$ cat src/rtl/mem_writeback_pkg.sv
// Shared constants for the memory/writeback stage: width codes, writeback source
// encoding, FSM state constants and the WB pipeline register layout.
package mem_writeback_pkg;

    localparam logic [2:0] FNC_LB  = 3'b000;
    localparam logic [2:0] FNC_LH  = 3'b001;
    localparam logic [2:0] FNC_LW  = 3'b010;
    localparam logic [2:0] FNC_LBU = 3'b100;
    localparam logic [2:0] FNC_LHU = 3'b101;
    localparam logic [2:0] FNC_SB  = 3'b000;
    localparam logic [2:0] FNC_SH  = 3'b001;
    localparam logic [2:0] FNC_SW  = 3'b010;

    typedef enum logic [1:0] {
        WB_ALU = 2'd0,
        WB_MEM = 2'd1,
        WB_PC4 = 2'd2
    } wb_sel_t;

    localparam logic [0:0] ST_RUN  = 1'b0;
    localparam logic [0:0] ST_WAIT = 1'b1;

    typedef struct packed {
        logic        reg_we;
        logic        mem_rr;
        logic        mem_we;
        logic        csr_write;
        wb_sel_t     sel;
        logic [2:0]  funct3;
        logic [4:0]  rd;
        logic [31:0] alu;
        logic [31:0] pc4;
        logic [31:0] store_data;
    } wb_reg_t;

    // Byte lane actually used: halfwords drop a[0], words drop a[1:0].
    function automatic logic [1:0] lane_of(input logic [2:0] funct3, input logic [1:0] a);
        case (funct3[1:0])
            2'b00:   return a;
            2'b01:   return {a[1], 1'b0};
            default: return 2'b00;
        endcase
    endfunction

endpackage

$ cat src/rtl/mem_writeback_load_extend.sv
// Load data alignment: shifts the addressed lane down and sign/zero-extends it.
module mem_writeback_load_extend
    import mem_writeback_pkg::*;
(
    input  logic [31:0] dout,
    input  logic [1:0]  lane,
    input  logic [2:0]  funct3,
    output logic [31:0] value
);

    logic [31:0] shifted;

    assign shifted = dout >> {lane, 3'b000};

    always_comb begin
        value = shifted;
        case (funct3)
            FNC_LB:  value = {{24{shifted[7]}}, shifted[7:0]};
            FNC_LH:  value = {{16{shifted[15]}}, shifted[15:0]};
            FNC_LBU: value = {24'h0, shifted[7:0]};
            FNC_LHU: value = {16'h0, shifted[15:0]};
            default: value = shifted;
        endcase
    end

endmodule

$ cat src/rtl/mem_writeback.sv
// Memory + writeback stage: issues data cache requests, holds the WB register
// through cache misses, commits to the register file and latches CSR writes.
module mem_writeback
    import mem_writeback_pkg::*;
#(
    parameter logic [31:0] RESET_TOHOST = 32'h0
) (
    input  logic        clk,
    input  logic        rst,
    input  logic        bubble,
    input  logic        ex_reg_we,
    input  logic        ex_mem_rr,
    input  logic        ex_mem_we,
    input  logic        ex_csr_write,
    input  logic        ex_link,
    input  logic [2:0]  ex_funct3,
    input  logic [4:0]  ex_rd,
    input  logic [31:0] ex_alu,
    input  logic [31:0] ex_pc4,
    input  logic [31:0] ex_store_data,
    output logic [31:0] dcache_addr,
    output logic        dcache_re,
    output logic [3:0]  dcache_we,
    output logic [31:0] dcache_din,
    input  logic [31:0] dcache_dout,
    input  logic        dcache_stall,
    output logic        stall_out,
    output logic        we,
    output logic [4:0]  wa,
    output logic [31:0] wd,
    output logic [31:0] csr_tohost,
    output logic [0:0]  dbg_state
);

    // Cache handshake: a request (re or any we bit) is presented in cycle N; in
    // cycle N+1 dcache_stall=0 means done (dout valid for loads), otherwise the
    // request is re-presented unchanged every WAIT cycle until stall drops.

    logic [0:0]  state;
    wb_reg_t     wb;
    wb_reg_t     ex_wb;
    logic        wb_mem;
    logic        miss_hold;
    logic [31:0] req_addr;
    logic [31:0] req_data;
    logic [2:0]  req_funct3;
    logic        req_rr;
    logic        req_wr;
    logic [1:0]  req_lane;
    logic [3:0]  req_mask;
    logic [31:0] load_value;

    assign wb_mem    = wb.mem_rr | wb.mem_we;
    assign miss_hold = (state == ST_RUN) && wb_mem && dcache_stall;
    assign stall_out = (state == ST_WAIT) || miss_hold;
    assign dbg_state = state;

    always_comb begin
        ex_wb            = '0;
        ex_wb.reg_we     = ex_reg_we;
        ex_wb.mem_rr     = ex_mem_rr;
        ex_wb.mem_we     = ex_mem_we;
        ex_wb.csr_write  = ex_csr_write;
        ex_wb.sel        = ex_link ? WB_PC4 : (ex_mem_rr ? WB_MEM : WB_ALU);
        ex_wb.funct3     = ex_funct3;
        ex_wb.rd         = ex_rd;
        ex_wb.alu        = ex_alu;
        ex_wb.pc4        = ex_pc4;
        ex_wb.store_data = ex_store_data;
    end

    // WAIT replays the held WB access; RUN issues from EX unless a miss is being taken.
    always_comb begin
        req_addr   = ex_alu;
        req_data   = ex_store_data;
        req_funct3 = ex_funct3;
        req_rr     = ex_mem_rr & ~ex_mem_we & ~bubble & ~miss_hold;
        req_wr     = ex_mem_we & ~bubble & ~miss_hold;
        if (state == ST_WAIT) begin
            req_addr   = wb.alu;
            req_data   = wb.store_data;
            req_funct3 = wb.funct3;
            req_rr     = wb.mem_rr & ~wb.mem_we;
            req_wr     = wb.mem_we;
        end
        if (rst) begin
            req_rr = 1'b0;
            req_wr = 1'b0;
        end
    end

    assign req_lane = lane_of(req_funct3, req_addr[1:0]);

    always_comb begin
        case (req_funct3[1:0])
            2'b00:   req_mask = 4'b0001 << req_lane;
            2'b01:   req_mask = 4'b0011 << req_lane;
            default: req_mask = 4'b1111;
        endcase
    end

    assign dcache_addr = {req_addr[31:2], 2'b00};
    assign dcache_re   = req_rr;
    assign dcache_we   = req_wr ? req_mask : 4'b0000;
    assign dcache_din  = req_data << {req_lane, 3'b000};

    mem_writeback_load_extend u_load_extend (
        .dout   (dcache_dout),
        .lane   (lane_of(wb.funct3, wb.alu[1:0])),
        .funct3 (wb.funct3),
        .value  (load_value)
    );

    assign we = wb.reg_we && (wb.rd != 5'd0) && !(wb.mem_rr && dcache_stall);
    assign wa = wb.rd;

    always_comb begin
        case (wb.sel)
            WB_PC4:  wd = wb.pc4;
            WB_MEM:  wd = load_value;
            default: wd = wb.alu;
        endcase
    end

    always_ff @(posedge clk or posedge rst) begin
        if (rst) begin
            state      <= ST_RUN;
            wb         <= '0;
            csr_tohost <= RESET_TOHOST;
        end else begin
            if (state == ST_RUN && wb.csr_write) begin
                csr_tohost <= wb.alu;
            end
            case (state)
                ST_RUN: begin
                    if (miss_hold) begin
                        state <= ST_WAIT;
                    end else if (bubble) begin
                        wb.reg_we    <= 1'b0;
                        wb.mem_rr    <= 1'b0;
                        wb.mem_we    <= 1'b0;
                        wb.csr_write <= 1'b0;
                    end else begin
                        wb <= ex_wb;
                    end
                end
                default: begin
                    if (!dcache_stall) begin
                        state        <= ST_RUN;
                        wb.reg_we    <= 1'b0;
                        wb.mem_rr    <= 1'b0;
                        wb.mem_we    <= 1'b0;
                        wb.csr_write <= 1'b0;
                    end
                end
            endcase
        end
    end

endmodule

$ cat config.mk
export PLATFORM = sky130hd
export DESIGN_NAME = mem_writeback
export DESIGN_NICKNAME = d
export VERILOG_FILES = /design/src/rtl/mem_writeback_pkg.sv /design/src/rtl/mem_writeback_load_extend.sv /design/src/rtl/mem_writeback.sv
export SDC_FILE = /design/constraint.sdc
export NUM_CORES = 1
export LEC_CHECK = 0
export BUFFER_PORTS_ARGS = -buffer_cell sky130_fd_sc_hd__buf_2
export CAP_MARGIN = 40
export CORE_MARGIN = 4
export CORE_UTILIZATION = 30
export DETAILED_ROUTE_END_ITERATION = 8
export PLACE_DENSITY_LB_ADDON = 0.3
export SETUP_SLACK_MARGIN = 0.5
export SLEW_MARGIN = 20
export SYNTH_ARGS = -nofsm -noshare
export SYNTH_HDL_FRONTEND = slang
export SYNTH_SLANG_ARGS = --single-unit
export TNS_END_PERCENT = 20
$ cat constraint.sdc
create_clock -name clk -period 4.6 [get_ports clk]
set_input_delay 0.92 -clock clk [delete_from_list [all_inputs] [get_ports clk]]
set_output_delay 0.92 -clock clk [all_outputs]
set_load 0.05 [all_outputs]
==> results.cfg <==
[finish]
area_growth_pct = 28.7
design_area_um2 = 10300
fin_nets = 1306
drive_gt1_frac = 0.375
layout.cells.non_filler = 1509

[floorplanning]
start_util = 0.307
die_x_um = 172
core_area_um2 = 26200
dieArea_um2 = 29500
io_pins = 286
die_y_um = 172
rows = 59

[sta]
setup_violations = 0
rsz0062_at_grt = true
whs_ps = 400
post-route-min-period_ps = 4020
fmax_ghz = 0.249
hold_viol = 0
max_slew_margin = 0.443
post-route-period-util = 0.874
fin_setup_tns_ps = 0
worstMarginPinSlew_ps = 833
fin_skew_ps = 14.5
drv_slew = 0

[clock_network]
cts_setup_buffers = 0
htreeDepth = 4
cts_tree = built
clockBufferDepth = 2
clk_latency_ps = 430
cts_sinks = 143
path_clk_slew_ps = 70
numCtsBuffers = 17
cts-root-buf = clkbuf_16

[yosys]
yosysWarningCount = 0
synth.most_common_cell = nand2_1
synthTopCellsByArea = dfrtp_1 45%, nand2_1 17%, mux2_2 12%
synth.top_cell.area_share = 0.445
netlist_area_um2 = 8040
ys_top_cells_by_count = 356 x nand2_1, 143 x dfrtp_1, 87 x mux2_2
synth_cells = 908
yosys.area.top_type = dfrtp_1
synthArstFlopShare = 1.00
synth_edf_count = 0
yosys_register_bits = 143
syn_area_per_cell_um2 = 8.85
ys_seq_area_frac = 0.445
synth_cell_types = 47
synth_ff_type = dfrtp_1

[drt]
vias = 7464
drtIter0Drc = 655
detail-route-antenna-nets = 0
highest_layer = met5
met2WireLength_um = 13500
routedWlPerCell_um = 19.6
vias_per_cell = 4.95
wl_met1_um = 13600
wl_met3_um = 1730
drc = 0
drt_first_pass_iters = 5
wirelength_um = 29600

[worst_hold_path]
hp-class = in -> async

[worst_setup_path]
startpoint_type = register
critical_path_class = reg -> out
crit_path_max_incr_delay_ps = 660
r2r_end = csr_tohost[16]$_DFFE_PP0P_
r2r_cells = 4
timing.critical_path.cells = nor2b_2, mux4_2, a221oi_1, a21oi_1, buf_2
cp_top_family = simple AND/OR/NAND/NOR gates
endpoint_kind = output port
worstReg2RegStart = dbg_state$_DFF_PP0_
cp.arrival_ps = 3100
crit_buf_inv = 1
crit_required_ps = 3680
cpMaxStageDelayCell = nor2b_2
crit_fanout = 15
r2r_slack_ps = 2220

[flow_run]
maxCapViolCount = 0

[global_routing]
grt_max_degree = 65
overflow = 0
grt_use_total = 0.195
grt_first_pass_wirelength_um = 43700
antenna_found_initial = 7
grt_pass1_vias = 7212

[place]
io_buffers = 283
dp_cells = 1474
placed_area_um2 = 9750
hpwl_um = 22500
place_congestion = 0.941

[power_and_ir_drop]
power_density_nw_per_um2 = 656
vdd_drop_max_uv = 249
leakage_nw = 5.49

[status]
status = finished, final reports clean
## worst register-to-register path: stages, from the launching register on
cell and delay (ps):
dfrtp_4 610, buf_4 480, nand2b_2 590, buf_16 240
mux2_2 360
## cell usage in the layout (no fill, tap or decap), drive strengths merged, types with 2 or more instances in the layout
cell	instances
mux4	7
mux2i	41
a221oi	23
clkbuf	17
conb	2
nor3b	3
o21ai	21
nand2	357
o311ai	7
and3	3
nor2	51
nor2b	11
buf	301
nand3	3
nand2b	5
clkinv	2
a22o	2
mux2	87
o22ai	8
diode	2
ha	2
nor4	2
nor3	5
inv	17
clkinvlp	6
a211oi	8
dfrtp	143
a21oi	24
and2	2
## layer usage
metal,up-vias,track usage
met5,-,0
met4,10,0.0620
met2,237,0.297
li1,3565,-
met3,44,0.0414
met1,3608,0.276
## per-stage QoR
stage                     setup slack, ps  total power [mW]  utilization
after global routing                  421              7.13        0.395
after floorplan                       678              4.50            -
after CTS                             566              6.84        0.394
after global placement                745              5.37        0.368
final                                 578              6.78        0.395
after detailed placement             1030              5.43        0.372
## worst max path at each step
stage | start | end | slack (ps) | depth (start not counted)
finish | wb[102]$_DFFE_PP0P_ | wd[6] | 580 | 5
global route | wb[102]$_DFFE_PP0P_ | wd[6] | 420 | 5
CTS | wb[102]$_DFFE_PP0P_ | wd[6] | 570 | 5
detailed placement | wb[102]$_DFFE_PP0P_ | wd[6] | 1030 | 5
global placement | ex_alu[0] | dcache_we[0] | 750 | 6
floorplan | wb[101]$_DFFE_PP0P_ | wd[11] | 680 | 6
## state kept, by name (all words and copies together) (netlist names)
register and count:
csr_tohost 32, dbg_state 1, wa 5, wb 105
## power by group
group / switching [mW] / internal [mW]
combinational: 2.55 / 0.921
clock: 0.626 / 0.762
sequential: 0.296 / 1.63
## what timing repair did
item / CTS / global route
hold buffers: 0 / 0
resized for setup: 0 / 0
endpoints found under the setup margin: 0 / 3
## layout make-up
cell class / instances / area [um^2]
Fill cell: 2696 / 15900
Multi-Input combinational cell: 685 / 4070
Sequential cell: 143 / 3580
Timing Repair Buffer: 301 / 1650
Clock buffer: 17 / 425
Tap cell: 335 / 419
Clock inverter: 15 / 150
Inverter: 11 / 45.0
Antenna cell: 2 / 5.00
## logic make-up after synthesis
group,Yosys count,synth area share
compound gates,100,0.0847
fa+ha+maj,2,0.00311
buf+inv,81,0.0517
flops,143,0.445
mux,135,0.193
other cells,1,0.000467
simple gates,446,0.222
No activity file was read; power rests on OpenSTA's default activity.
